<file path="src/rtl/mult_chain_pkg.sv">
// mult_chain_pkg: width helpers shared by the multiplier chain and its stages.
package mult_chain_pkg;

   function automatic int clog2(input int v);
      int r;
      r = 0;
      while ((1 << r) < v) r++;
      return r;
   endfunction

   function automatic int prod_w(input int w);
      return 2 * w;
   endfunction

   function automatic int sum_w(input int w, input int s);
      return 2 * w + clog2(s);
   endfunction

endpackage

</file>
<file path="src/rtl/mult_chain_stage.sv">
// mult_chain_stage: one WIDTHxWIDTH soft multiplier stage with chained A operand.
// Exposes the aligned product sign flag only when MULT_CHAIN_SUM_EN is defined.
module mult_chain_stage
   import mult_chain_pkg::*;
#(
   parameter int   WIDTH   = 9,
   parameter int   OUT_REG = 1,
   parameter logic SOA_REG = 1'b0
) (
   input  logic                       clk,
   input  logic                       reset,
   input  logic                       ce,
   input  logic [WIDTH-1:0]           chain_a,
   input  logic                       chain_v,
   input  logic [WIDTH-1:0]           a_local,
   input  logic                       a_sel,
   input  logic [WIDTH-1:0]           b,
   input  logic                       valid_in,
   input  logic                       a_signed,
   input  logic                       b_signed,
   output logic [WIDTH-1:0]           so_a,
   output logic                       so_v,
`ifdef MULT_CHAIN_SUM_EN
   output logic                       sgn,
`endif
   output logic [prod_w(WIDTH)-1:0]   dout,
   output logic                       valid_out
);
   localparam int PW = prod_w(WIDTH);
   logic [WIDTH-1:0] a_r, b_r;
   logic av, bv, as_r, bs_r;
   logic [PW-1:0] ae, be, p;
   always_ff @(posedge clk or posedge reset)
      if (reset) begin
         a_r  <= '0;
         av   <= 1'b0;
         b_r  <= '0;
         bv   <= 1'b0;
         as_r <= 1'b0;
         bs_r <= 1'b0;
      end else if (ce) begin
         a_r  <= a_sel ? chain_a : a_local;
         av   <= a_sel ? chain_v : valid_in;
         b_r  <= b;
         bv   <= valid_in;
         as_r <= a_signed;
         bs_r <= b_signed;
      end
   assign ae = {{WIDTH{as_r & a_r[WIDTH-1]}}, a_r};
   assign be = {{WIDTH{bs_r & b_r[WIDTH-1]}}, b_r};
   assign p  = ae * be;
   if (SOA_REG) begin : g_soa
      always_ff @(posedge clk or posedge reset)
         if (reset) begin
            so_a <= '0;
            so_v <= 1'b0;
         end else if (ce) begin
            so_a <= a_r;
            so_v <= av;
         end
   end else begin : g_nsoa
      assign so_a = a_r;
      assign so_v = av;
   end
   if (OUT_REG != 0) begin : g_oreg
      always_ff @(posedge clk or posedge reset)
         if (reset) begin
            dout      <= '0;
            valid_out <= 1'b0;
         end else if (ce) begin
            dout      <= p;
            valid_out <= av & bv;
         end
`ifdef MULT_CHAIN_SUM_EN
      // sign flag travels with the product it describes
      always_ff @(posedge clk or posedge reset)
         if (reset) sgn <= 1'b0;
         else if (ce) sgn <= as_r | bs_r;
`endif
   end else begin : g_comb
      assign dout      = p;
      assign valid_out = av & bv;
`ifdef MULT_CHAIN_SUM_EN
      assign sgn = as_r | bs_r;
`endif
   end
endmodule

</file>
<file path="src/rtl/mult_chain.sv">
// mult_chain: cascade of STAGES soft multipliers sharing a shifted A operand chain.
// Defining MULT_CHAIN_SUM_EN adds a registered sum of all products (sum_out, sum_valid).
module mult_chain
   import mult_chain_pkg::*;
#(
   parameter int                WIDTH   = 9,
   parameter int                STAGES  = 5,
   parameter int                OUT_REG = 1,
   parameter logic [STAGES-1:0] SOA_REG = '0
) (
   input  logic                              clk,
   input  logic                              reset,
   input  logic                              ce,
   input  logic                              valid_in,
   input  logic [WIDTH-1:0]                  si_a,
   input  logic [STAGES*WIDTH-1:0]           a_local,
   input  logic [STAGES-1:0]                 a_sel,
   input  logic [STAGES*WIDTH-1:0]           b,
   input  logic                              a_signed,
   input  logic                              b_signed,
   output logic [WIDTH-1:0]                  so_a,
   output logic [STAGES*prod_w(WIDTH)-1:0]   dout,
`ifdef MULT_CHAIN_SUM_EN
   output logic [sum_w(WIDTH, STAGES)-1:0]   sum_out,
   output logic                              sum_valid,
`endif
   output logic [STAGES-1:0]                 valid_out
);
   localparam int PW = prod_w(WIDTH);
   logic [WIDTH-1:0] ca [STAGES+1];
   logic [STAGES:0] cv;
   logic unused_v;
`ifdef MULT_CHAIN_SUM_EN
   logic [STAGES-1:0] sg;
`endif
   assign ca[0] = si_a;
   assign cv[0] = valid_in;
   for (genvar k = 0; k < STAGES; k++) begin : g_stage
      mult_chain_stage #(
         .WIDTH(WIDTH),
         .OUT_REG(OUT_REG),
         .SOA_REG(SOA_REG[k])
      ) u_stage (
         .clk(clk),
         .reset(reset),
         .ce(ce),
         .chain_a(ca[k]),
         .chain_v(cv[k]),
         .a_local(a_local[k*WIDTH +: WIDTH]),
         .a_sel(a_sel[k]),
         .b(b[k*WIDTH +: WIDTH]),
         .valid_in(valid_in),
         .a_signed(a_signed),
         .b_signed(b_signed),
         .so_a(ca[k+1]),
         .so_v(cv[k+1]),
`ifdef MULT_CHAIN_SUM_EN
         .sgn(sg[k]),
`endif
         .dout(dout[k*PW +: PW]),
         .valid_out(valid_out[k])
      );
   end
   assign so_a = ca[STAGES];
   assign unused_v = cv[STAGES];
`ifdef MULT_CHAIN_SUM_EN
   localparam int SW = sum_w(WIDTH, STAGES);
   logic [SW-1:0] acc;
   always_comb begin
      acc = '0;
      for (int i = 0; i < STAGES; i++)
         acc = acc + (sg[i] ? SW'($signed(dout[i*PW +: PW])) : SW'(dout[i*PW +: PW]));
   end
   always_ff @(posedge clk or posedge reset)
      if (reset) begin
         sum_out   <= '0;
         sum_valid <= 1'b0;
      end else if (ce) begin
         sum_out   <= acc;
         sum_valid <= &valid_out;
      end
`endif
endmodule

</file>
<file path="config.mk">
export PLATFORM = sky130hd
export DESIGN_NAME = mult_chain
export DESIGN_NICKNAME = d
export VERILOG_FILES = /design/src/rtl/mult_chain_pkg.sv /design/src/rtl/mult_chain_stage.sv /design/src/rtl/mult_chain.sv
export SDC_FILE = /design/constraint.sdc
export NUM_CORES = 2
export LEC_CHECK = 0
export ABC_AREA = 1
export CORE_MARGIN = 2
export CORE_UTILIZATION = 60
export CTS_BUF_LIST = sky130_fd_sc_hd__clkbuf_4 sky130_fd_sc_hd__clkbuf_8
export CTS_CLUSTER_DIAMETER = 100
export DETAILED_ROUTE_END_ITERATION = 16
export DONT_BUFFER_PORTS = 1
export PLACE_DENSITY = 0.84
export SETUP_SLACK_MARGIN = 0.02
export SYNTH_ARGS = -nofsm -noshare
export SYNTH_HDL_FRONTEND = slang
export SYNTH_HIERARCHICAL = 1
export SYNTH_SLANG_ARGS = --single-unit
</file>
<file path="constraint.sdc">
create_clock -name clk -period 4.65 [get_ports clk]
set_input_delay 1.1625 -clock clk [delete_from_list [all_inputs] [get_ports clk]]
set_output_delay 1.1625 -clock clk [all_outputs]
set_load 0.02 [all_outputs]
</file>
## After elaboration in Yosys (flattened, before gate mapping)

Index checks and enable logic that the tools add are counted.

- Output and inout port bits: 104
- Register bits after elaboration: 192

- Multipliers: 5
- Bitwise gates (word level): 14
- Mux-type cells: 9

Operators by type and width:

| kind | number |
|---|---|
| $mul A10 B10 Y18 | 5 |
| $mux W9 | 5 |
| $and A1 B1 Y1 | 14 |
| $mux W1 | 4 |

## Longest topological paths before layout

- Word-level depth: 2
- Mapped depth: 24

## Modules after synthesis

The synthesis kept the hierarchy.

By module, submodules not included:

| module | sequential area each (um^2) | area each (um^2) | cells each | instances |
|---|---|---|---|---|
| mult_chain_stage (g_stage[1].u_stage ...) | 1026.0 | 5778.0 | 755 | 2 |
| mult_chain_stage (g_stage[4].u_stage) | 1026.0 | 5581.6 | 723 | 1 |
| mult_chain_stage (g_stage[3].u_stage) | 1026.0 | 5565.3 | 722 | 1 |
| mult_chain_stage (g_stage[0].u_stage) | 1026.0 | 5549.1 | 725 | 1 |

## Worst setup path before layout

OpenSTA, ideal clock, no wires.

- Path kind: reg-to-reg
- Start: reg g_stage[0].u_stage.a_r[8]
- End: reg g_stage[0].u_stage.dout[17]
- Stages on the path, launching flop included: 21
- Arrival time: 4886 ps
- Required time: 4533 ps
- Clock period less this slack: 5004 ps
- Library setup time: 117 ps
- Path slack: -354 ps
- Buffers on the path: 1
- Cell sequence: dfrtp_1 buf_2 nand2_1 nor2_1 fa_1 inv_1 fa_1 inv_1 fa_1 inv_1 fa_1 fa_1 inv_1 ha_1 a21oi_1 a21boi_0 nand2_1 nor2_1 nand3_1 nand3_1 nand2_1

- Longest elaborated chain between the ends: 2

RTL lines:

| what | RTL line | RTL |
|---|---|---|
| start: declaration | mult_chain_stage.sv:30 | `logic [WIDTH-1:0] a_r, b_r;` |
| start signal: assignment | mult_chain_stage.sv:42 | `a_r <= a_sel ? chain_a : a_local;` |
| $and A1 B1 Y1 | mult_chain_stage.sv:49 | `assign ae = {{WIDTH{as_r & a_r[WIDTH-1]}}, a_r};` |
| $mul A10 B10 Y18 (*) | mult_chain_stage.sv:51 | `assign p = ae * be;` |
| end signal: assignment | mult_chain_stage.sv:71 | `dout <= p;` |
| end: declaration | mult_chain_stage.sv:26 | `output logic [prod_w(WIDTH)-1:0] dout,` |

Every way passes the cells marked *; elsewhere a longest branch is shown, timed or not.
A chain may end at the register's enable or synchronous reset.

## Worst setup path after layout

- Start: reg g_stage[0].u_stage.a_r[6]
- End: reg g_stage[0].u_stage.dout[16]

- Longest elaborated chain between the ends: 1

RTL lines:

| what | RTL line |
|---|---|
| $mul A10 B10 Y18 | mult_chain_stage.sv:51 |

No other way between the ends.

==> results_dict.tcl <==
set metrics [dict create \
    outcome "complete, but fails checks" \
    violations "negative setup slack" \
    setup.worst_path.class "flip-flop to flip-flop" \
    synthTopCellsByArea "fa_1, dfrtp_1, nand2_1" \
    cp_num_cells 21 \
    synthCells 3680 \
    cts-htree-levels 2 \
    cp_max_fo 4 \
    tightest_slew_ns 1.29 \
    dp_hpwl_um 59800 \
    syn_avg_cell_area_um2 7.68 \
    antenna_found_initial 7 \
    die_area_um2 48800 \
    die_x_um 221 \
    core_area_um2 46600 \
    drt_wl_total_um 87500 \
    path_buf_inv 5 \
    drc 0 \
    p_int_mw 13.1 \
    core.rowCount 79 \
    skew_ns 0.0364 \
    nets 4673 \
    post_drt_wl_per_cell_um 19.2 \
    synthDistinctLibCells 42 \
    numClockSinks 205 \
    cpMostUsedCell "nand2_1" \
    clockBufferDepth 3 \
    async_flop_share_pct 100 \
    num_vias 26000 \
    ys_warn_count 6 \
    p_total_mw 27.3 \
    setup_violations 33 \
    reg2reg_slack_ns -0.19 \
    worstPathArrival_ns 5.37 \
    grt_pass1_vias 25500 \
    timing.final.max_slew_violations 0 \
    die_y_um 221 \
    leakagePower_nw 19.1 \
    vias_per_cell 5.70 \
    swShare_pct 52.2 \
    initial_core_util_pct 60.7 \
    synth_area_leader_cell "fa_1" \
    yosys_register_bits 205 \
    synth_flop_cell "dfrtp_1" \
    drive_above_1_share_pct 23.6 \
    maxSlewHeadroom_pct 14.2 \
    startpoint_type "flip-flop" \
    irDropWorstVdd_uv 745 \
    grt_start_max_net_pins 236 \
    syn_to_final_growth_pct 21.4 \
    cap_violations 0 \
    power.switching_mw 14.3 \
    pwr-share-seq_pct 11.7 \
    crit_required_ns 5.18 \
    critPathCaptureType "flip-flop" \
    grt_pass1_wl_um 126000 \
    synth-edff-count 0 \
    p_clk_share_pct 8.2 \
    setup_ws_ns -0.186 \
    syn-num-nets 4425 \
    crit_family "adder cells" \
    place_congestion 0.989 \
    hold_viol 0 \
    period_needed_ns 4.84 \
    fmax_mhz 207 \
    clk_pin_slew_ns 0.06 \
    port_buffers 0 \
    rsz0062_at_grt "yes" \
    clk_latency_ns 0.67 \
    regToRegStartpoint "g_stage[0].u_stage/so_a[6]" \
    overflow 0 \
    synth-seq-area-share_pct 18.2 \
    cts_tree "yes" \
    drt_iter0_markers 2500 \
    ant_nets 0 \
    drtPass1Iterations 6 \
    cts_root_buf "clkbuf_8" \
    cp_slowest_stage_delay_ns 0.56 \
    syn_area_um2 28300 \
    powerDensity_nw_per_um2 797 \
    worstReg2RegEnd "g_stage[0].u_stage/dout[16]" \
    yosysTopAreaCellShare_pct 29.1 \
    critPathSlowestCell "fa_1" \
    holdCritPathClass "primary input to async pin" \
    cp_cell_sequence "buf_6 -> buf_4 -> nand2_1 -> fa_1 -> fa_1 -> inv_1 -> ha_4 -> fa_1 -> inv_1 -> fa_1 -> inv_1 -> ha_4 -> nand2_4 -> nor2_2 -> nand2_1 -> o211ai_1 -> nand3_1 -> nand2_1 -> nand2_1 -> nand3_2 -> nand2_1" \
    cts_buffers 42 \
    rr_worst_depth 21 \
    place_ws_ns -0.180 \
    finalCritPeriodShare_pct 104 \
    io_pins 214 \
    globalRouteTotalUtil_pct 31.9 \
    combPwrFrac_pct 80.1 \
]
-- per-stage QoR --
stage	area, µm²	utilization [%]	hold slack [ns]	setup TNS (ns)	std cells
2_1_floorplan	28400	-	0.440	-0.162	3680
3_3_place_gp	30600	65.8	0.493	-0.640	4423
3_5_place_dp	30600	65.8	0.515	-1.46	4423
4_1_cts	32100	69.0	0.222	0	4506
5_1_grt	34300	73.7	0.238	-6.82	4566
6_report	34300	73.7	0.243	-2.31	4568
-- cells by family (layout without fill, tap and decap cells) --
family | count (synthesis) | after routing | share of synthesized area [%]
AO/OA/AOI/OAI | 309 | 309 | 6.13
XOR/XNOR | 40 | 40 | 1.24
adder cells (fa/ha/maj) | 635 | 635 | 39.0
buffers and inverters | 1086 | 1362 | 14.8
flip-flops | 205 | 205 | 18.2
other | 0 | 5 | 0
AND/OR/NAND/NOR | 1405 | 1405 | 20.6
-- layout make-up --
type	count	area [µm²]
tap	607	759
inverter	943	3540
clock inverter	14	188
multi-input combinational	2389	20900
fill	3000	12300
antenna	5	12.5
timing repair buffer	347	2900
sequential	205	5190
clock buffer	58	761
-- registers in the layout, summed over array words and instances, names as in the netlist --
| register | count |
|---|---|
| g_stage.u_stage/bs_r | 5 |
| g_stage.u_stage/as_r | 5 |
| g_stage.u_stage/bv | 5 |
| g_stage.u_stage/so_v | 5 |
| g_stage.u_stage/dout | 90 |
| g_stage.u_stage/valid_out | 5 |
| g_stage.u_stage/b_r | 45 |
| g_stage.u_stage/so_a | 45 |
-- metal layers --
| layer | share of wire (%) | GRT usage [%] |
|---|---|---|
| met1 | 35 | 40.2 |
| met2 | 49 | 54.1 |
| met3 | 8.9 | 6.21 |
| met4 | 6.3 | 12.9 |
| met5 | 0.043 | 0 |
-- worst max-delay path by stage --
| stage | startpoint | slack (ns) | end |
|---|---|---|---|
| 2_1_floorplan | g_stage[0].u_stage/so_a[8] | -0.06 | g_stage[0].u_stage/dout[17] |
| 5_1_grt | g_stage[4].u_stage/as_r | -0.36 | g_stage[4].u_stage/dout[14] |
| 6_report | g_stage[0].u_stage/so_a[6] | -0.19 | g_stage[0].u_stage/dout[16] |
| 3_5_place_dp | g_stage[0].u_stage/b_r[6] | -0.18 | g_stage[0].u_stage/dout[17] |
| 4_1_cts | g_stage[0].u_stage/so_a[8] | 0.006 | g_stage[0].u_stage/dout[17] |
| 3_3_place_gp | g_stage[0].u_stage/b_r[6] | -0.12 | g_stage[0].u_stage/dout[17] |
-- power by group through the flow --
stage,clock network [mW],registers (mW),logic [mW]
2_1_floorplan,0,2.97,10.0
3_3_place_gp,0,3.18,14.3
3_5_place_dp,0,3.18,14.8
4_1_cts,2.26,3.17,15.8
5_1_grt,2.33,3.24,23.4
6_report,2.23,3.20,21.9
-- worst reg2reg max path, stage by stage (launching register included) --
cell	delay [ns]
dfrtp_2	0.45
buf_6	0.14
buf_4	0.14
nand2_1	0.08
fa_1	0.46
fa_1	0.56
inv_1	0.08
ha_4	0.24
fa_1	0.54
inv_1	0.06
fa_1	0.54
inv_1	0.07
ha_4	0.31
nand2_4	0.09
nor2_2	0.15
nand2_1	0.10
o211ai_1	0.20
nand3_1	0.18
nand2_1	0.13
nand2_1	0.08
nand3_2	0.08
nand2_1	0.06
-- what timing repair did --
item | CTS | global route
hold buffers | 0 | 0
endpoints found under the setup margin | 41 | 48
pin swaps | 54 | 216
resized for setup | 107 | 486
buffers inserted | 11 | 58
-- Yosys cell counts (5+ instances only) --
library cell	count
nand3b_1	5
ha_1	225
nand2_2	15
o31ai_1	15
a31oi_1	19
o21ai_0	150
buf_6	10
o21bai_1	5
fa_1	410
nand3_1	133
nand2_1	1005
clkinv_1	10
buf_4	5
nand3_4	6
o21ai_1	22
xor2_1	21
buf_2	12
nor2_1	190
nand4_1	14
dfrtp_1	205
a21oi_1	54
clkbuf_1	115
inv_1	910
nor3_1	6
a21o_1	8
nand3_2	17
xnor2_1	19
o22ai_1	25
inv_2	23
nor2_2	5
-- placed cells by master, fill, tap and decap left out, types with 16 or more instances in the layout --
cell / n
nand2_1: 928
inv_1: 831
fa_1: 395
buf_4: 280
ha_1: 171
dfrtp_1: 158
o21ai_0: 125
nor2_1: 122
nand3_1: 106
inv_2: 97
nand2_2: 66
buf_6: 58
clkbuf_8: 52
ha_4: 47
dfrtp_2: 47
nor2_4: 45
nand3_2: 44
o21ai_1: 39
nor2_2: 32
o22ai_1: 25
a21oi_2: 25
nand2_4: 25
xor2_1: 18
xnor2_1: 17
a21oi_1: 16
a21oi_4: 16
(Power assumes the default switching activity.)
